==> src/rtl/sound_sequencer.sv <==
// sound_sequencer: queues 3-bit sound events in a small FIFO and issues one
// paced play_sound pulse per event to the sound player
// (ISSUE 1 cycle, PLAY NOTE_CYCLES, GAP GAP_CYCLES).
// Optional build macro SOUND_SEQ_WIN_JINGLE_EN: popping code 4 expands into
// the four-note jingle 3, 2, 1, 4 before the FIFO is popped again.
module sound_sequencer #(
   parameter int unsigned DEPTH       = 4,
   parameter int unsigned NOTE_CYCLES = 10000000,
   parameter int unsigned GAP_CYCLES  = 1000000
) (
   input  logic       clk,
   input  logic       rstn,
   input  logic       evt_valid,
   input  logic [2:0] evt_code,
   output logic       evt_ready,
   input  logic       clr,
   output logic [2:0] sound_code,
   output logic       play_sound,
   output logic       busy,
   output logic [7:0] drop_cnt
);

   localparam int unsigned AW   = $clog2(DEPTH);
   localparam int unsigned MAXC = (NOTE_CYCLES > GAP_CYCLES) ? NOTE_CYCLES : GAP_CYCLES;
   localparam int unsigned CW   = $clog2(MAXC + 1);

   localparam logic [AW:0]   FULL_CNT  = (AW + 1)'(DEPTH);
   localparam logic [CW-1:0] NOTE_LOAD = CW'(NOTE_CYCLES - 1);
   localparam logic [CW-1:0] GAP_LOAD  = CW'(GAP_CYCLES - 1);

   typedef enum logic [1:0] {
      S_IDLE,
      S_ISSUE,
      S_PLAY,
      S_GAP
   } state_t;

   // FIFO storage and bookkeeping
   logic [2:0]    mem_q [DEPTH];
   logic [AW-1:0] wr_ptr_q;
   logic [AW-1:0] rd_ptr_q;
   logic [AW:0]   count_q;
   logic [AW:0]   count_d;

   // Sequencer state
   state_t        state_q;
   logic [CW-1:0] cnt_q;
   logic [2:0]    code_q;
   logic          play_q;
   logic [7:0]    drop_q;

   logic          push;
   logic          pop;
   logic          issue;
   logic          jingle_busy;
   logic [2:0]    head;
   logic [2:0]    issue_code;

   // evt_ready is held low while in reset so the producer sees no room
   // until the block is actually running.
   assign evt_ready = rstn && (count_q != FULL_CNT);

   assign head = mem_q[rd_ptr_q];

   assign push = evt_valid && evt_ready && (evt_code != 3'd0) && !clr;

   // A note is issued from IDLE as soon as the FIFO holds something, or at
   // the last GAP cycle if there is another FIFO entry or jingle note.
   assign issue = !clr &&
                  (((state_q == S_IDLE) && (count_q != '0)) ||
                   ((state_q == S_GAP) && (cnt_q == '0) &&
                    ((count_q != '0) || jingle_busy)));

   // Jingle notes are issued without consuming FIFO entries.
   assign pop = issue && !jingle_busy;

`ifdef SOUND_SEQ_WIN_JINGLE_EN
   logic       jingle_q;
   logic [1:0] jidx_q;

   assign jingle_busy = jingle_q;

   // Pick the next note: a jingle step, the jingle opener for code 4, or the FIFO head
   always_comb begin
      issue_code = head;
      if (jingle_q) begin
         case (jidx_q)
            2'd0:    issue_code = 3'd3;
            2'd1:    issue_code = 3'd2;
            2'd2:    issue_code = 3'd1;
            default: issue_code = 3'd4;
         endcase
      end else if (head == 3'd4) begin
         issue_code = 3'd3;
      end
   end

   // Track jingle progress; jidx_q is the index of the next jingle note to issue
   always_ff @(posedge clk or negedge rstn) begin
      if (!rstn) begin
         jingle_q <= 1'b0;
         jidx_q   <= '0;
      end else if (clr) begin
         jingle_q <= 1'b0;
         jidx_q   <= '0;
      end else if (issue) begin
         if (jingle_q) begin
            jidx_q <= jidx_q + 2'd1;
            if (jidx_q == 2'd3) begin
               jingle_q <= 1'b0;
            end
         end else if (head == 3'd4) begin
            jingle_q <= 1'b1;
            jidx_q   <= 2'd1;
         end
      end
   end
`else
   assign jingle_busy = 1'b0;

   // Every code plays as a single note
   always_comb begin
      issue_code = head;
   end
`endif

   // FIFO occupancy: flush wins, simultaneous push and pop cancel out
   always_comb begin
      count_d = count_q;
      if (clr) begin
         count_d = '0;
      end else begin
         case ({push, pop})
            2'b10:   count_d = count_q + 1'b1;
            2'b01:   count_d = count_q - 1'b1;
            default: count_d = count_q;
         endcase
      end
   end

   // FIFO pointers and occupancy
   always_ff @(posedge clk or negedge rstn) begin
      if (!rstn) begin
         wr_ptr_q <= '0;
         rd_ptr_q <= '0;
         count_q  <= '0;
      end else begin
         count_q <= count_d;
         if (clr) begin
            wr_ptr_q <= '0;
            rd_ptr_q <= '0;
         end else begin
            if (push) begin
               wr_ptr_q <= wr_ptr_q + 1'b1;
            end
            if (pop) begin
               rd_ptr_q <= rd_ptr_q + 1'b1;
            end
         end
      end
   end

   // FIFO storage write port (contents need no reset)
   always_ff @(posedge clk) begin
      if (push) begin
         mem_q[wr_ptr_q] <= evt_code;
      end
   end

   // Saturating count of events refused because the FIFO was full
   always_ff @(posedge clk or negedge rstn) begin
      if (!rstn) begin
         drop_q <= '0;
      end else if (evt_valid && !evt_ready && (evt_code != 3'd0) && (drop_q != '1)) begin
         drop_q <= drop_q + 8'd1;
      end
   end

   // Note pacing FSM with registered sound_code / play_sound
   always_ff @(posedge clk or negedge rstn) begin
      if (!rstn) begin
         state_q <= S_IDLE;
         cnt_q   <= '0;
         code_q  <= '0;
         play_q  <= 1'b0;
      end else begin
         play_q <= 1'b0;
         if (clr) begin
            state_q <= S_IDLE;
            cnt_q   <= '0;
         end else begin
            case (state_q)
               S_IDLE: begin
                  if (issue) begin
                     state_q <= S_ISSUE;
                     code_q  <= issue_code;
                     play_q  <= 1'b1;
                  end
               end
               S_ISSUE: begin
                  state_q <= S_PLAY;
                  cnt_q   <= NOTE_LOAD;
               end
               S_PLAY: begin
                  if (cnt_q == '0) begin
                     state_q <= S_GAP;
                     cnt_q   <= GAP_LOAD;
                  end else begin
                     cnt_q <= cnt_q - 1'b1;
                  end
               end
               S_GAP: begin
                  if (cnt_q != '0) begin
                     cnt_q <= cnt_q - 1'b1;
                  end else if (issue) begin
                     state_q <= S_ISSUE;
                     code_q  <= issue_code;
                     play_q  <= 1'b1;
                  end else begin
                     state_q <= S_IDLE;
                  end
               end
               default: begin
                  state_q <= S_IDLE;
               end
            endcase
         end
      end
   end

   assign sound_code = code_q;
   assign play_sound = play_q;
   assign busy       = (state_q != S_IDLE) || (count_q != '0);
   assign drop_cnt   = drop_q;

endmodule

==> config.mk <==
export PLATFORM = sky130hd
export DESIGN_NAME = sound_sequencer
export DESIGN_NICKNAME = d
export VERILOG_FILES = /design/src/rtl/sound_sequencer.sv
export SDC_FILE = /design/constraint.sdc
export NUM_CORES = 1
export LEC_CHECK = 0
export ABC_CLOCK_PERIOD_IN_PS = 3800
export BUFFER_PORTS_ARGS = -buffer_cell sky130_fd_sc_hd__buf_4
export CELL_PAD_IN_SITES_DETAIL_PLACEMENT = 0
export CELL_PAD_IN_SITES_GLOBAL_PLACEMENT = 1
export CORE_MARGIN = 1.5
export CORE_UTILIZATION = 48
export DETAILED_ROUTE_END_ITERATION = 8
export PLACE_DENSITY_LB_ADDON = 0.05
export RECOVER_POWER = 100
export SYNTH_ARGS = -nofsm -noshare
export SYNTH_HDL_FRONTEND = slang
export SYNTH_SLANG_ARGS = --single-unit
==> constraint.sdc <==
create_clock -name clk -period 3.8 [get_ports clk]
set_clock_uncertainty 0.2 [all_clocks]
set_input_delay 0.38 -clock clk [delete_from_list [all_inputs] [get_ports clk]]
set_output_delay 0.38 -clock clk [all_outputs]
set_load 0.005 [all_outputs]
==> results <==
- Routability-driven placement finished with a final weighted congestion of 0.8265.
- The count of final max-slew check failures is 0.
- The clock period could shrink to 3.133 ns.
- The number of buffers inserted during clock tree synthesis is 9.
- The top routing layer in use is met4.
- The arrival time of the worst setup path is 3.19 ns.
- The total length of routed met3 wires is 360 um.
- After technology mapping, the gate count stands at 328.
- The chip height is 85.14 um.
- The final global-route overflow total is 0.
- The average cell area after synthesis is 9.872 um2.
- The kind of start point of the critical path is a register.
- The number of DRC violations after detailed-routing iteration 0 is 243.
- The required arrival time at the worst endpoint is 3.86 ns.
- The DRC violations left is 0.
- The maximum clock path buffer count is 2.
- After clock tree synthesis, the clock-pin slew on the worst setup and hold paths is 0.07 ns.
- The cell area after synthesis is 3238 um2.
- Summing all non-filler instances in the final layout gives an area of 3704 um2.
- The floorplan step defined a die boundary enclosing 7248 um2.
- The kind of path behind the tightest hold check is input pin to register.
- The most common library cell in the layout ignoring fill and taps is sky130_fd_sc_hd__dfrtp_1.
- The overall track demand over capacity in global routing is 23.91%.
- The maximum level of the CTS H-tree is 3.
- Once the floorplan was initialized, standard cells occupied 50.42% of the core.
- Input and output buffers added on the ports amount to 20.
- The average via count per standard cell is 6.120.
- Sorting the synthesized cells by area gives the leading types as sky130_fd_sc_hd__dfrtp_1 35%, sky130_fd_sc_hd__edfxtp_1 11%, sky130_fd_sc_hd__a21oi_1 4.6%, sky130_fd_sc_hd__ha_1 4.3%, sky130_fd_sc_hd__nand2_1 2.8%.
- For this run, the number of Yosys warnings is 0.
- The async set or reset register ratio after synthesis is 78.95%.
- After the last flow step, the layout net total stands at 378.
- The flow ran to the end, and the final reports show no timing, DRC or antenna violations.
- The sequential fraction of the synthesis area is 45.90%.
- STA classifies the critical path endpoint as a register.
- From synthesis to final layout, the design area changed by 14.37%.
- The clock sink count is 57.
- Entering global routing, the biggest net connects 47 pins.
- After clock tree synthesis, the repair step resized 0 gates.
- After legalization and detailed placement, the total HPWL measured 5.426 mm.
- The maximum resistive drop on vdd is 340.9 uV.
- The achievable clock frequency is 319.2 MHz.
- The core region is 6422 um2.
- The number of antenna violations at the first check in global routing is 0.
- The synthesized design spends more area on one cell type than any other, namely sky130_fd_sc_hd__dfrtp_1.
- The synthesized design contains 57 register bits.
- The floorplan has 29 rows.
- The first detailed-routing pass took 4 iterations.
- The routed layout has 2699 vias.
- The wire length of the first global-routing pass is 13.48 mm.
- The routed design uses 3.746 mm of met2 wire.
- On the final layout, the worst hold slack is 0.1618 ns.
- The period utilization is 82.46%.
- The count of cell types in the netlist is 50.
- The post-place instance area is 3522 um2.
- The number of maximum-capacitance constraint violations is 0.
- TritonCTS built the clock tree.
- At the pin with the least slew margin, the transition time is 1.200 ns.
- The antenna diode instance count is 0.
- After filler insertion, the fill cell instance count of the layout stands at 579.
- In the layout the commonest cells are 45 x sky130_fd_sc_hd__dfrtp_1, 30 x sky130_fd_sc_hd__a21oi_1, 24 x sky130_fd_sc_hd__nand2_1, 21 x sky130_fd_sc_hd__inv_1, 20 x sky130_fd_sc_hd__nor2_1.
- The via count of the first global-routing pass is 2667.
- The worst pin sits at a relative slew slack of 19.98%.
- The final setup violation count is 0.
- The class of the most critical setup path is register to register.
- For this block, the routed nets add up to 7.693 mm of wire.
- The post-route met1 wirelength is 3.480 mm.
- The die is 85.14 um wide.
- In the final layout, the share of cells above drive strength 1 is 13.19%.
- Adding up every negative setup slack in the final design gives 0 ns.
- The number of failing hold endpoints at the final stage was 0.
- The area share of the leading cell type in the synthesized netlist is 34.78%.
- Setup repair after global routing left no endpoint under its margin.
- After detailed routing, the average wire length per cell comes to 17.44 um.
- The total power density per cell area is 783.2 nW/um2.
- In this run the remaining antenna-violating nets after routing total 0.
- For this design the static power due to leakage is 1.538 nW.
- The peak fanout along the critical path is 20.
- CTS placed an instance of sky130_fd_sc_hd__clkbuf_8 at the clock tree root.
- The count of pins on the block boundary is 21.
- The post-synth net total is 347.
- The dominant register cell in the synthesized netlist is sky130_fd_sc_hd__dfrtp_1.
- Yosys mapped a number of flops with a built-in enable equal to 12.
- Clock latency on the worst-skew pair, taken at its later pin, is 0.34 ns.
==> area by class of cell <==
class	count	area (um2)	area share, %
multi-input combinational	238	1628	43.95
sequential	57	1486	40.14
timing repair buffer	31	214.0	5.777
clock buffer	11	141.4	3.818
tap	77	96.34	2.601
inverter	22	82.58	2.230
clock inverter	5	55.05	1.486
==> power by group <==
| group | switching [W] | internal (W) | leakage (nW) |
|---|---|---|---|
| registers | 0.000177 | 0.000787 | 0.702 |
| logic | 0.000810 | 0.000561 | 0.739 |
| clock network | 0.000247 | 0.000318 | 0.0970 |
==> routing by layer <==
metal,vias to the layer above,global-route usage [%]
li1,1328,-
met1,1302,31.18
met2,57,39.68
met3,12,5.545
met4,0,7.452
met5,-,0
==> state kept, by name (all words and copies together), names as in the netlist <==
signal	flops
cnt_q	24
mem_q	12
drop_cnt	8
count_q	3
sound_code	3
rd_ptr_q	2
state_q	2
wr_ptr_q	2
play_sound	1
==> synth_stat cells, drive strengths merged, types with 3 or more instances <==
library cell,instances
nand4,8
nor3,12
edfxtp,12
and2,7
xnor2,5
o31ai,7
a21oi,30
nand2,24
o22a,4
inv,21
mux2,3
ha,11
mux4,3
buf,3
o32ai,8
o21ai,12
dfrtp,45
or3,10
nor2,20
o221a,4
nor4,4
a41oi,4
nand3,12
clkbuf,8
a31oi,11
or4,9
xor2,4
==> critical path, stage by stage, from the launching register on <==
cell                       delay (ns)
sky130_fd_sc_hd__dfrtp_1         0.41
sky130_fd_sc_hd__or3_1           0.49
sky130_fd_sc_hd__or4_1           0.61
sky130_fd_sc_hd__o32ai_2         0.35
sky130_fd_sc_hd__clkbuf_1        0.64
sky130_fd_sc_hd__o21ai_0         0.20
sky130_fd_sc_hd__a21oi_1         0.15
==> through the flow <==
step           util (%)  total power, W  std cells  worst slack [ns]
3_5_place_dp      54.84        0.002357        424            0.8330
5_1_grt           57.67        0.003151        441            0.3815
3_3_place_gp      54.84        0.002337        424            0.8810
4_1_cts           58.06        0.002932        441            0.8171
2_1_floorplan         -        0.001884        328            0.9757
6_report          57.67        0.002901        441            0.6667
==> cell families after synthesis <==
family | Yosys count | share of synthesized area, %
fa+ha+maj | 12 | 4.869
buf+inv | 33 | 3.941
compound gates | 97 | 20.71
flops | 57 | 45.90
simple gates | 112 | 18.39
xor+xnor | 9 | 2.434
mux | 8 | 3.748
==> path summary, 6_finish.rpt <==
path	start	endpoint	slack (ns)	cells after the start
max	cnt_q[17]$_DFFE_PN0P_	cnt_q[7]$_DFFE_PN0P_	0.67	6
min	evt_code[1]	mem_q[1][1]$_DFFE_PP_	0.16	1
max reg2reg	cnt_q[17]$_DFFE_PN0P_	cnt_q[7]$_DFFE_PN0P_	0.67	6
min reg2reg	drop_cnt[5]$_DFFE_PN0P_	drop_cnt[5]$_DFFE_PN0P_	0.31	1
max in group asynchronous	rstn	cnt_q[7]$_DFFE_PN0P_	1.81	3
min in group asynchronous	rstn	state_q[1]$_DFFE_PN0P_	0.85	3
==> what timing repair did <==
item,4_1_cts,5_1_grt
setup buffers,0,0
hold endpoints to repair,17,0
hold buffers,1,0
Note: power is estimated with default switching activity, not from simulation.
